### src/rtl/ps2_kbd_rx_fifo.sv
// PS/2 keyboard receiver: pin sync + clock glitch filter, 11-bit frame deframer,
// E0/F0 prefix folding and a show-ahead FIFO of {ext, brk, code} key events.
module ps2_kbd_rx_fifo #(
  parameter int FILTER_LEN  = 8,
  parameter int FIFO_DEPTH  = 8,
  parameter int TIMEOUT_CYC = 50000
) (
  input  logic                          clock_50,
  input  logic                          reset,
  input  logic                          ps2_clk,
  input  logic                          ps2_dat,
  input  logic                          rd_en,
  output logic                          valid,
  output logic [7:0]                    code,
  output logic                          ext,
  output logic                          brk,
  output logic [$clog2(FIFO_DEPTH):0]   level,
  output logic                          overflow,
  output logic                          frame_err
);

  localparam int AW = $clog2(FIFO_DEPTH);
  localparam int FW = $clog2(FILTER_LEN);
  localparam int TW = $clog2(TIMEOUT_CYC + 1);
  localparam logic [FW-1:0] FILT_MAX = FW'(FILTER_LEN - 1);
  localparam logic [TW-1:0] TMO_MAX  = TW'(TIMEOUT_CYC - 1);
  localparam logic [AW:0]   DEPTH    = (AW+1)'(FIFO_DEPTH);

  typedef struct packed {
    logic       ext;
    logic       brk;
    logic [7:0] code;
  } entry_t;

  typedef enum logic [1:0] {IDLE, DATA, PARITY, STOP} state_t;

  // ---------------- input synchronisers and clock filter ----------------
  logic          clk_s1, clk_s2, dat_s1, dat_s2;
  logic          clk_f, clk_f_d;
  logic [FW-1:0] filt_cnt;
  logic          sample;

  always_ff @(posedge clock_50) begin
    if (reset) begin
      clk_s1 <= 1'b1;
      clk_s2 <= 1'b1;
      dat_s1 <= 1'b1;
      dat_s2 <= 1'b1;
    end else begin
      clk_s1 <= ps2_clk;
      clk_s2 <= clk_s1;
      dat_s1 <= ps2_dat;
      dat_s2 <= dat_s1;
    end
  end

  // filt_cnt counts prior disagreeing samples; the FILTER_LEN-th one flips clk_f
  always_ff @(posedge clock_50) begin
    if (reset) begin
      clk_f    <= 1'b1;
      clk_f_d  <= 1'b1;
      filt_cnt <= '0;
    end else begin
      clk_f_d <= clk_f;
      if (clk_s2 != clk_f) begin
        if (filt_cnt == FILT_MAX) begin
          clk_f    <= clk_s2;
          filt_cnt <= '0;
        end else begin
          filt_cnt <= filt_cnt + FW'(1);
        end
      end else begin
        filt_cnt <= '0;
      end
    end
  end

  assign sample = clk_f_d & ~clk_f;

  // ---------------- frame FSM ----------------
  state_t        state, state_nxt;
  logic [2:0]    bit_cnt;
  logic [7:0]    shreg;
  logic          par_bit;
  logic [TW-1:0] tmo_cnt;
  logic          start_en, shift_en, par_en, stop_en, in_frame;
  logic          tmo_hit, frame_ok;

  always_ff @(posedge clock_50) begin
    if (reset) state <= IDLE;
    else       state <= state_nxt;
  end

  always_comb begin
    state_nxt = state;
    case (state)
      IDLE:    if (sample && !dat_s2)           state_nxt = DATA;
      DATA:    if (sample && bit_cnt == 3'd7)   state_nxt = PARITY;
      PARITY:  if (sample)                      state_nxt = STOP;
      STOP:    if (sample)                      state_nxt = IDLE;
      default:                                  state_nxt = IDLE;
    endcase
    if (tmo_hit) state_nxt = IDLE;
  end

  always_comb begin
    start_en = (state == IDLE)   && sample && !dat_s2;
    shift_en = (state == DATA)   && sample;
    par_en   = (state == PARITY) && sample;
    stop_en  = (state == STOP)   && sample;
    in_frame = (state != IDLE);
  end

  assign tmo_hit  = in_frame && !sample && (tmo_cnt == TMO_MAX);
  assign frame_ok = dat_s2 && (^{shreg, par_bit});

  logic       rx_vld;
  logic [7:0] rx_byte;

  always_ff @(posedge clock_50) begin
    if (reset) begin
      bit_cnt   <= '0;
      shreg     <= '0;
      par_bit   <= 1'b0;
      tmo_cnt   <= '0;
      rx_vld    <= 1'b0;
      rx_byte   <= '0;
      frame_err <= 1'b0;
    end else begin
      if (start_en)      bit_cnt <= '0;
      else if (shift_en) bit_cnt <= bit_cnt + 3'd1;
      if (shift_en) shreg   <= {dat_s2, shreg[7:1]};
      if (par_en)   par_bit <= dat_s2;
      tmo_cnt   <= (!in_frame || sample) ? '0 : tmo_cnt + TW'(1);
      rx_vld    <= stop_en && frame_ok;
      if (stop_en) rx_byte <= shreg;
      frame_err <= (stop_en && !frame_ok) || tmo_hit;
    end
  end

  // ---------------- prefix folding ----------------
  logic pend_ext, pend_brk;
  logic is_e0, is_f0, push;

  assign is_e0 = (rx_byte == 8'hE0);
  assign is_f0 = (rx_byte == 8'hF0);
  assign push  = rx_vld && !is_e0 && !is_f0;

  always_ff @(posedge clock_50) begin
    if (reset || tmo_hit) begin
      pend_ext <= 1'b0;
      pend_brk <= 1'b0;
    end else if (rx_vld) begin
      if (is_e0) begin
        pend_ext <= 1'b1;
      end else if (is_f0) begin
        pend_brk <= 1'b1;
      end else begin
        pend_ext <= 1'b0;
        pend_brk <= 1'b0;
      end
    end
  end

  // ---------------- event FIFO ----------------
  entry_t          mem [FIFO_DEPTH];
  entry_t          head;
  logic [AW-1:0]   wr_ptr, rd_ptr;
  logic            full, do_pop, do_push;

  assign full    = (level == DEPTH);
  assign valid   = (level != '0);
  assign do_pop  = rd_en && valid;
  // a pop in the same cycle frees the slot, so a full FIFO still accepts
  assign do_push = push && (!full || do_pop);

  always_ff @(posedge clock_50) begin
    if (do_push) mem[wr_ptr] <= '{ext: pend_ext, brk: pend_brk, code: rx_byte};
  end

  always_ff @(posedge clock_50) begin
    if (reset) begin
      wr_ptr   <= '0;
      rd_ptr   <= '0;
      level    <= '0;
      overflow <= 1'b0;
    end else begin
      if (do_push) wr_ptr <= wr_ptr + AW'(1);
      if (do_pop)  rd_ptr <= rd_ptr + AW'(1);
      case ({do_push, do_pop})
        2'b10:   level <= level + (AW+1)'(1);
        2'b01:   level <= level - (AW+1)'(1);
        default: level <= level;
      endcase
      if (push && !do_push) overflow <= 1'b1;
    end
  end

  assign head = mem[rd_ptr];
  assign code = valid ? head.code : 8'h00;
  assign ext  = valid && head.ext;
  assign brk  = valid && head.brk;

endmodule

### config.mk
export PLATFORM = sky130hd
export DESIGN_NAME = ps2_kbd_rx_fifo
export DESIGN_NICKNAME = d
export VERILOG_FILES = /design/src/rtl/ps2_kbd_rx_fifo.sv
export SDC_FILE = /design/constraint.sdc
export NUM_CORES = 1
export LEC_CHECK = 0
export ABC_AREA = 1
export CAP_MARGIN = 20
export CORE_ASPECT_RATIO = 0.9
export CORE_MARGIN = 2
export CORE_UTILIZATION = 55
export CTS_CLUSTER_SIZE = 40
export DETAILED_ROUTE_END_ITERATION = 6
export DONT_BUFFER_PORTS = 1
export MAX_ROUTING_LAYER = met4
export PLACE_DENSITY = 0.7
export SYNTH_ARGS = -nofsm -noshare
export SYNTH_HDL_FRONTEND = slang
export SYNTH_SLANG_ARGS = --single-unit
### constraint.sdc
create_clock -name clock_50 -period 3.5 [get_ports clock_50]
set_input_delay 0.35 -clock clock_50 [delete_from_list [all_inputs] [get_ports clock_50]]
set_output_delay 0.35 -clock clock_50 [all_outputs]
set_load 0.01 [all_outputs]
# After elaboration in Yosys (flattened, before gate mapping)
# Memories as Yosys holds them, arrays and structs flattened. A register that Yosys moved wholly into a read port is not among the register bits.
# Cells that the tools add are included.
word_totals:
  latchBits: 0
  regBits: 62
  n_memories: 1
  romBits: 0
  ramBits: 80
  wordCells: 108
  inputBits: 5
classes:
  magnitude_cmp: 0
  mux: 14
  mul: 0
  reduce_logical: 44
  n_addsub: 7
  div_mod_pow: 0
  n_eq_ne: 17
  bitwise: 4
  shift: 0
memory_table:
  columns: ["memory", "depth", "width", "read_ports", "rd_ports_with_merged_regs", "write_ports", "line", "rtl"]
  rows:
  - ["mem", 8, 10, 1, 1, 1, "166", "entry_t mem [FIFO_DEPTH];"]
ops:
  columns: ["cell", "count"]
  rows:
  - ["$logic_and 1x1->1", 19]
  - ["$add 16x1->16 const B", 1]
  - ["$eq 16x16->1 const B", 1]
  - ["$eq 8x8->1 const B", 2]
  - ["$add 3x1->3 const B", 4]
  - ["$ne 2x2->1 const B", 5]
  - ["$reduce_xor 9->1", 1]
  - ["$logic_not 1->1", 8]
  - ["$mux 2", 4]
  - ["$mux 8", 1]
  - ["$pmux 2 s4", 1]
  - ["$pmux 4 s2", 1]
  - ["$eq 2x2->1 const B", 3]
  - ["$eq 3x3->1 const B", 2]
  - ["$mux 3", 2]
  - ["$reduce_and 2->1", 3]
  - ["$reduce_or 2->1", 3]
  - ["$mux 1", 5]
  - ["$add 4x1->4 const B", 1]
  - ["$eq 2x1->1 const B", 2]
  - ["$eq 4x4->1 const B", 1]
  - ["$logic_or 1x1->1", 4]
  - ["$reduce_and 4->1", 1]
  - ["$reduce_bool 2->1", 2]
  - ["other kinds (7)", 9]

# Logic depth before layout (Yosys ltp)
# Gate-level depths: netlist of the first run.
depth:
  depth_word: 7
  ltp_mapped: 16

# Least setup slack after synthesis of the first run
# No wires, ideal clock.
synth_path:
  path_type: "register to register"
  start: "register rx_byte[2]"
  end: "register level[3]"
  setup_time_ns: 0.064
  path_stages_with_launch: 17
  t_arrival_ns: 1.846
  required_ns: 3.436
  setup_slack_ns: 1.590
  period_less_slack_ns: 1.910
  path_buffers: 0
  path_cell_list: "dfxtp_1 nor2_1 nand2_1 inv_1 nand2_1 nand3_2 nand2_4 inv_1 ha_1 nand2_1 nand2_1 a21oi_1 nand3b_1 nand2_1 nor2_1 nor2_1 nor2_1"
synth_between:
  elab_chain_len: 7
  elab_cells_between_ends: 11
  cone_classes: "4 x eq/ne; 1 x mux; 6 x reduce/logical"
synth_lines:
  columns: ["element", "line", "rtl"]
  rows:
  - ["start: declaration", "118", "logic [7:0] rx_byte;"]
  - ["start signal: assignment", "136", "if (stop_en) rx_byte <= shreg;"]
  - ["$eq 8x8->1", "145", "assign is_e0 = (rx_byte == 8'hE0);"]
  - ["$logic_not 1->1", "147", "assign push = rx_vld && !is_e0 && !is_f0;"]
  - ["$logic_and 1x1->1", "147", null]
  - ["$logic_and 1x1->1 *", "147", null]
  - ["$logic_and 1x1->1 *", "175", "assign do_push = push && (!full || do_pop);"]
  - ["$eq 2x1->1 / $eq 2x2->1 (equally long branches)", "190", "case ({do_push, do_pop})"]
  - ["$pmux 4 s2 / $reduce_bool 2->1 (equally long branches)", null, null]
  - ["end signal: assignment", "191", "2'b10: level <= level + (AW+1)'(1);"]
  - ["end signal: assignment", "192", "2'b01: level <= level - (AW+1)'(1);"]
  - ["end signal: assignment", "193", "default: level <= level;"]
  - ["end: declaration", "17", "output logic [$clog2(FIFO_DEPTH):0] level,"]
# Mark *: on every way between the ends. The rest lies on a longest branch, timed or not.
# A chain may end at the register's enable or synchronous reset.

==> flow_metrics.env, run 1 <==
export IMPL_grt_max_degree=41
export IMPL_finalSetupViolCount=0
export IMPL_start_kind="register"
export IMPL_postCtsResizedCells=0
export IMPL_syn_inst=618
export IMPL_tightestPinTransition_ns=1.02
export IMPL_cp_arrival_ns=2.32
export IMPL_p_per_area_nw_per_um2=605
export IMPL_dpl_cell_area_um2=6180
export IMPL_worst_path_buf_inv=2
export IMPL_synth_warnings=0
export IMPL_finalSetupTns_ns=0
export IMPL_htreeDepth=4
export IMPL_cp_cell_sequence="buf_4 -> inv_1 -> o21ai_0 -> o22ai_1 -> o21ai_0 -> a31oi_1"
export IMPL_clock_latency_ns=0.42
export IMPL_numClockSinks=145
export IMPL_whs_ns=0.0367
export IMPL_maxCapViolations=0
export IMPL_clk_pin_slew_ns=0.06
export IMPL_path_common_cell="o21ai_0"
export IMPL_yosysSeqAreaShare_pct=61.0
export IMPL_gr_total_overflow=0
export IMPL_rsz0062_at_grt="no"
export IMPL_synthesis_nets=637
export IMPL_swShare_pct=24.3
export IMPL_p_sw_uw=996
export IMPL_postRouteAntennaNets=0
export IMPL_wl_per_cell_um=15.9
export IMPL_clk_path_buf_depth=2
export IMPL_finalMaxSlewViolations=0
export IMPL_final_common_cell="nor2_1"
export IMPL_core_area_um2=10800
export IMPL_nets=639
export IMPL_crit_fanout=21
export IMPL_io_pins=22
export IMPL_grt_pass1_wl_um=20200
export IMPL_fill_cells=879
export IMPL_cts_tree="done"
export IMPL_cts_setup_buffers=0
export IMPL_synthTopCellsByArea="edfxtp_1 40%, dfxtp_1 21%, nor2_1 6.1%, o21ai_0 5.4%, nand2_1 4.3%"
export IMPL_io_buffers=0
export IMPL_die_h_um=104
export IMPL_drive_gt1_share_pct=10.3
export IMPL_finalNonFillerCells=765
export IMPL_dr_pass1_iters=4
export IMPL_critPathTopFamily="compound AO/OA/AOI/OAI gates"
export IMPL_pwr_share_comb_pct=11.2
export IMPL_drt_initial_drc_count=237
export IMPL_finalCritPeriodShare_pct=76.4
export IMPL_dp_hpwl_um=7970
export IMPL_yosysTopAreaCell="edfxtp_1"
export IMPL_crit_type="register to primary output"
export IMPL_cts_made_buffers=17
export IMPL_syn_cell_area_um2=6070
export IMPL_period_minus_slack_ns=2.67
export IMPL_seq_power_share_pct=44.4
export IMPL_clock_skew_ns=0.00758
export IMPL_antenna_found_initial=0
export IMPL_cp_slowest_cell="inv_1"
export IMPL_vias=4185
export IMPL_final_cell_mix="98 x nor2_1, 80 x edfxtp_1, 70 x nand2_1"
export IMPL_slew_headroom_pct=31.8
export IMPL_num_antenna_cells=0
export IMPL_reg2reg_slack_ns=1.04
export IMPL_post_drt_via_cell_ratio=5.47
export IMPL_fmax_mhz=374
export IMPL_p_leak_nw=2.52
export IMPL_area_growth_pct=11.9
export IMPL_pwr_share_clk_pct=44.4
export IMPL_syn_avg_cell_area_um2=9.82
export IMPL_peakVddDrop_mv=0.393
export IMPL_place_inst=733
export IMPL_synth_seq_cells=145
export IMPL_grt_pass1_vias=4104
export IMPL_hold_path_class="input pin to register"
export IMPL_die_w_um=115
export IMPL_root_buffer="clkbuf_16"
export IMPL_yosys_cell_types_count=37
export IMPL_dieArea_um2=11900
export IMPL_routed_wl_um=12200
export IMPL_row_count=36
export IMPL_track_usage_pct=23.0
export IMPL_hold_violations=0
export IMPL_post_route_cell_area_um2=6790
export IMPL_synth_top_area_share_pct=39.6
export IMPL_crit_required_ns=3.15
export IMPL_max_stage_delay_ns=0.51
export IMPL_status="finished, final reports clean"
export IMPL_intPower_mw=3.11
export IMPL_post_route_drc_count=0
export IMPL_gp_congestion=0.791
export IMPL_cp_end_kind="primary output"
export IMPL_initial_core_util_pct=56.1
-- synthesized netlist by cell type (all sizes together) --
cell and number:
o21ai 67, edfxtp 80, o211ai 1, o31ai 1, nand3 24, dfxtp 65, a31oi 10, a21oi 44
nor2 105, nor3 7, o21a 3, xor2 5, fa 1, xnor2 4, a221oi 2, o22ai 10
nand2 76, nand3b 2, and3 1, or2 5, nor4 1, ha 13, buf 6, clkbuf 17
inv 60, nand4 8
-- cell type report --
class / instances / area, µm² / share of cell area (%)
clock buffer: 19 / 433 / 6.38
sequential: 145 / 3700 / 54.6
clock inverter: 12 / 166 / 2.45
multi-input combinational: 390 / 2050 / 30.1
inverter: 60 / 225 / 3.32
tap: 133 / 166 / 2.45
timing repair buffer: 6 / 47.5 / 0.700
-- flip-flops by register name, indices dropped and copies added, names as in the netlist, 2 cells and up, named ones only --
signal    flops
mem          80
tmo_cnt      16
rx_byte       8
shreg         8
level         4
bit_cnt       3
filt_cnt      3
rd_ptr        3
wr_ptr        3
state         2
-- cell families after synthesis --
group	Yosys count	synth area share, %
simple gates	229	17.2
flops	145	61.0
compound gates	138	12.2
buf+inv	83	5.24
fa+ha+maj	14	3.01
xor+xnor	9	1.30
-- power by group through the flow --
stage	Sequential, mW	Combinational [mW]	Clock, mW
floorplan	1.86	0.350	0
global placement	1.86	0.444	0
detailed placement	1.86	0.458	0
CTS	1.82	0.463	1.86
global route	1.83	0.518	1.93
finish	1.82	0.458	1.82
-- routing by layer --
| metal | track usage [%] | vias to the layer above | share of wire, % |
|---|---|---|---|
| li1 | - | 2108 | - |
| met3 | 6.96 | 25 | 4.4 |
| met5 | - | - | 0 |
| met1 | 26.9 | 1962 | 42 |
| met2 | 36.7 | 90 | 51 |
| met4 | 10.3 | 0 | 2.7 |
-- per-stage QoR --
step                utilization (%)  setup slack [ns]  total power [mW]
floorplan                         -              1.59              2.21
global placement               57.2              1.16              2.30
detailed placement             57.2              1.06              2.32
CTS                            62.8             0.826              4.14
global route                   62.8             0.635              4.28
finish                         62.8             0.825              4.11
-- path summary, 6_finish.rpt --
check                   end  depth (start not counted)        from
hold / removal       dat_s2                          1       reset
hold reg to reg      dat_s2                          1      dat_s1
setup / recovery    code[6]                          6    register
setup reg to reg  mem[1][9]                          8  rx_byte[4]
-- repair_timing --
action / in CTS / in global routing
hold buffers: 1 / 0
setup endpoints to repair: 0 / 0
hold endpoints to repair: 17 / 0
Power figures use the tool's default switching activity.
==> run 2, diff against run 1 <==
clock period = 2.5 ns   (was 3.5 ns; I/O delays follow)
==> flow_metrics.env, run 2 (same netlist as run 1, synthesis figures left out) <==
export IMPL_status="finished, final reports clean"
export IMPL_area_growth_pct=13.0
export IMPL_r2r_start="rx_byte[2]"
export IMPL_seq_area_um2=3710
export IMPL_grt_pass1_wl_um=20700
export IMPL_row_count=36
export IMPL_grt_pass1_vias=4338
export IMPL_hold_path_class="input pin to register"
export IMPL_die_w_um=115
export IMPL_reg2reg_slack_ns=0.25
export IMPL_gr_total_overflow=0
export IMPL_clock_latency_ns=0.42
export IMPL_dp_hpwl_um=8090
export IMPL_htreeDepth=4
export IMPL_cts_tree="done"
export IMPL_largest_reg_flops=80
export IMPL_cts_setup_buffers=0
export IMPL_period_minus_slack_ns=2.27
export IMPL_core_area_um2=10800
export IMPL_rsz0062_at_grt="no"
export IMPL_final_common_cell="nor2_1"
export IMPL_slew_headroom_pct=31.2
export IMPL_vias=4287
export IMPL_fill_cells=863
export IMPL_die_h_um=104
export IMPL_start_kind="register"
export IMPL_worstHoldPathCells=3
export IMPL_io_buffers=0
export IMPL_seq_power_share_pct=45.9
export IMPL_crit_type="register to primary output"
export IMPL_cp_end_kind="primary output"
export IMPL_antenna_found_initial=0
export IMPL_cp_arrival_ns=2.02
export IMPL_root_buffer="clkbuf_16"
export IMPL_p_per_area_nw_per_um2=813
export IMPL_post_route_drc_count=0
export IMPL_drt_initial_drc_count=317
export IMPL_finalNonFillerCells=779
export IMPL_finalSetupTns_ns=0
export IMPL_setup_ws_ns=0.226
export IMPL_pwr_share_clk_pct=41.9
export IMPL_wl_per_cell_um=16.2
export IMPL_reg2reg_to="level[3]"
export IMPL_multi_input_area_um2=2050
export IMPL_drive_gt1_share_pct=13.2
export IMPL_place_inst=744
export IMPL_post_drt_via_cell_ratio=5.50
export IMPL_crit_fanout=20
export IMPL_peakVddDrop_mv=0.557
export IMPL_intPower_mw=4.12
export IMPL_cts_made_buffers=17
export IMPL_clk_pin_slew_ns=0.06
export IMPL_dieArea_um2=11900
export IMPL_final_cell_mix="98 x nor2_1, 80 x edfxtp_1, 70 x nand2_1"
export IMPL_fmax_mhz=440
export IMPL_postRouteAntennaNets=0
export IMPL_track_usage_pct=23.4
export IMPL_r2r_cells=16
export IMPL_dp_slack_ns=0.203
export IMPL_maxCapViolations=0
export IMPL_hold_violations=0
export IMPL_finalSetupViolCount=0
export IMPL_tightestPinTransition_ns=1.03
export IMPL_top_register="mem"
export IMPL_io_pins=22
export IMPL_p_leak_nw=2.55
export IMPL_swShare_pct=26.0
export IMPL_finalMaxSlewViolations=0
export IMPL_nets=652
export IMPL_num_antenna_cells=0
export IMPL_clk_path_buf_depth=2
export IMPL_initial_core_util_pct=56.1
export IMPL_crit_required_ns=2.25
export IMPL_reg_top3="mem (80), tmo_cnt (16)"
export IMPL_numClockSinks=145
export IMPL_p_sw_mw=1.45
export IMPL_gp_congestion=0.848
export IMPL_routed_wl_um=12600
export IMPL_clock_skew_ns=0.00711
export IMPL_pwr_share_comb_pct=12.2
export IMPL_finalCritPeriodShare_pct=91.0
export IMPL_dr_pass1_iters=5
export IMPL_post_route_cell_area_um2=6860
export IMPL_endpoint="code[5]"
export IMPL_grt_max_degree=25
export IMPL_dpl_cell_area_um2=6260
[run 2: changes by cell type in the layout (fill, tap and decap cells not counted), moves of 2 or more]
cell	delta
clkinvlp_4	+6
dlygate4sd3_1	+2
dfxtp_2	+7
clkinv_2	-3
dfxtp_1	-7
bufinv_16	-3
buf_4	+11
[run 2: cell type report]
| cell class | instances | area share, % |
|---|---|---|
| tap | 133 | 2.43 |
| timing repair buffer | 19 | 2.19 |
| clock inverter | 13 | 1.68 |
| inverter | 60 | 3.28 |
| clock buffer | 19 | 6.46 |
| sequential | 145 | 54.1 |
| multi-input combinational | 390 | 29.8 |
[run 2: timing repair]
item                                    4_1_cts  5_1_grt
gates resized for setup                       0        7
endpoints found under the setup margin        0        1
endpoints found under the hold margin        25        0
hold buffers                                  3        0
[run 2: through the flow]
step / total power [mW] / utilization [%] / hold slack, ns
after floorplan: 3.09 / - / 0.354
final: 5.57 / 63.4 / 0.0364
after global placement: 3.25 / 57.9 / 0.324
after CTS: 5.61 / 63.4 / 0.0294
after detailed placement: 3.27 / 57.9 / 0.325
after global routing: 5.80 / 63.4 / 0.0589
[run 2: worst max-delay path, stage by stage, from the launching register on]
cell	delay, ns
dfxtp_1	0.31
inv_1	0.48
o21ai_0	0.19
o22ai_1	0.13
o21ai_0	0.10
a31oi_1	0.40
[run 2: power groups by stage]
stage / combinational [mW] / clock (mW) / sequential (mW)
final: 0.681 / 2.34 / 2.56
after global routing: 0.761 / 2.48 / 2.56
after CTS: 0.679 / 2.37 / 2.56
after detailed placement: 0.665 / 0 / 2.61
after global placement: 0.641 / 0 / 2.60
after floorplan: 0.490 / 0 / 2.60
[run 2: worst min path at each step]
stage / slack, ns / from / to
floorplan: 0.35 / ps2_clk / clk_s1
global placement: 0.32 / reset / rx_byte[6]
detailed placement: 0.32 / reset / rx_byte[5]
CTS: 0.03 / reset / filt_cnt[1]
global route: 0.06 / reset / filt_cnt[1]
finish: 0.04 / reset / filt_cnt[1]
[run 2: layer usage]
layer	global-route usage (%)	vias to the layer above	routed length, µm
met5	-	-	0
met4	9.72	0	282
met3	6.90	24	718
met2	37.5	101	6220
met1	27.6	2023	5370
li1	-	2139	-
==> run 3, diff against run 2 <==
MAX_ROUTING_LAYER = unset   (was met4)
==> flow_metrics.env, run 3 (same netlist as run 1, synthesis figures left out) <==
export IMPL_core_area_um2=10800
export IMPL_dp_hpwl_um=8090
export IMPL_finalSetupTns_ns=0
export IMPL_clk_pin_slew_ns=0.06
export IMPL_cp_end_kind="primary output"
export IMPL_antenna_found_initial=0
export IMPL_cts_tree="done"
export IMPL_wl_per_cell_um=16.1
export IMPL_num_antenna_cells=0
export IMPL_clk_path_buf_depth=2
export IMPL_clock_skew_ns=0.00900
export IMPL_start_kind="register"
export IMPL_die_w_um=115
export IMPL_postRouteAntennaNets=0
export IMPL_io_pins=22
export IMPL_fill_cells=863
export IMPL_dieArea_um2=11900
export IMPL_finalMaxSlewViolations=0
export IMPL_post_route_drc_count=0
export IMPL_period_minus_slack_ns=2.29
export IMPL_dp_slack_ns=0.203
export IMPL_seq_area_um2=3710
export IMPL_maxCapViolations=0
export IMPL_drt_initial_drc_count=311
export IMPL_hold_path_class="input pin to register"
export IMPL_finalCritPeriodShare_pct=91.5
export IMPL_cp_cell_sequence="inv_1 -> o21ai_0 -> o22ai_1 -> o21ai_0 -> a31oi_1"
export IMPL_track_usage_pct=22.8
export IMPL_die_h_um=104
export IMPL_gp_congestion=0.836
export IMPL_numClockSinks=145
export IMPL_crit_type="register to primary output"
export IMPL_path_common_cell="o21ai_0"
export IMPL_slew_headroom_pct=33.1
export IMPL_cp_arrival_ns=2.04
export IMPL_fmax_mhz=437
export IMPL_p_per_area_nw_per_um2=813
export IMPL_grt_pass1_wl_um=20800
export IMPL_nets=652
export IMPL_peakVddDrop_mv=0.557
export IMPL_area_growth_pct=13.0
export IMPL_crit_fanout=20
export IMPL_grt_max_degree=25
export IMPL_largest_reg_flops=80
export IMPL_top_register="mem"
export IMPL_reg_top3="mem (80), tmo_cnt (16)"
export IMPL_setup_ws_ns=0.213
export IMPL_routed_wl_um=12600
export IMPL_hold_violations=0
export IMPL_row_count=36
export IMPL_root_buffer="clkbuf_16"
export IMPL_gr_total_overflow=0
export IMPL_drive_gt1_share_pct=13.2
export IMPL_cts_made_buffers=17
export IMPL_tightestPinTransition_ns=1.00
export IMPL_post_route_cell_area_um2=6860
export IMPL_status="finished, final reports clean"
export IMPL_grt_pass1_vias=4333
export IMPL_io_buffers=0
export IMPL_multi_input_area_um2=2050
export IMPL_final_cell_mix="98 x nor2_1, 80 x edfxtp_1, 70 x nand2_1"
export IMPL_post_drt_via_cell_ratio=5.52
export IMPL_cp_slowest_cell="inv_1"
export IMPL_vias=4303
export IMPL_initial_core_util_pct=56.1
export IMPL_dr_pass1_iters=5
export IMPL_dpl_cell_area_um2=6260
export IMPL_p_leak_nw=2.55
export IMPL_htreeDepth=4
export IMPL_max_stage_delay_ns=0.48
export IMPL_crit_required_ns=2.25
export IMPL_clock_latency_ns=0.42
export IMPL_final_common_cell="nor2_1"
export IMPL_rsz0062_at_grt="no"
export IMPL_finalSetupViolCount=0
[run 3: cell counts in the layout (fill, tap and decap cells not counted)]
No cell type changed its count.
[run 3: final timing paths]
check | from | end | slack [ns] | depth (start not counted)
setup / recovery | register | code[4] | 0.21 | 5
hold / removal | reset | filt_cnt[1] | 0.04 | 3
setup reg to reg | rx_byte[2] | level[3] | 0.25 | 16
hold reg to reg | dat_s1 | dat_s2 | 0.41 | 1
[run 3: worst max-delay path, delay by kind of cell, from the launching register on]
family,cells,cell delay [ns]
AOI/OAI and AO/OA,4,0.83
buffers and inverters,1,0.48
DFF,1,0.31
[run 3: cell type report]
| cell class | count | area share, % |
|---|---|---|
| Clock inverter | 13 | 1.68 |
| Clock buffer | 19 | 6.46 |
| Sequential cell | 145 | 54.1 |
| Tap cell | 133 | 2.43 |
| Multi-Input combinational cell | 390 | 29.8 |
| Timing Repair Buffer | 19 | 2.19 |
| Inverter | 60 | 3.28 |
[run 3: per-layer routing]
metal  vias up  global-route usage, %  share of wire [%]
li1       2141                      -                  -
met5         -                      0                  0
met1      2041                   27.9                 43
met3        20                   6.90                5.8
met2       101                   37.4                 50
met4         0                   9.64                2.0
[run 3: metrics by stage]
step | total power, mW | hold slack, ns | util, % | cells
2_1_floorplan | 3.09 | 0.354 | - | 618
3_3_place_gp | 3.25 | 0.324 | 57.9 | 744
3_5_place_dp | 3.27 | 0.325 | 57.9 | 744
4_1_cts | 5.61 | 0.0294 | 63.4 | 779
5_1_grt | 5.80 | 0.0590 | 63.4 | 779
6_report | 5.58 | 0.0363 | 63.4 | 779
[run 3: repair_timing]
item	4_1_cts	5_1_grt
hold buffers	3	0
setup buffers	0	0
gates resized for setup	0	7
endpoints found under the setup margin	0	1
endpoints found under the hold margin	25	0
[run 3: power breakdown]
group          internal (mW)  switching (mW)  leakage [nW]
logic                  0.217           0.462          1.00
registers               2.52          0.0366          1.29
clock network           1.39           0.955         0.255
total                   4.12            1.45          2.55
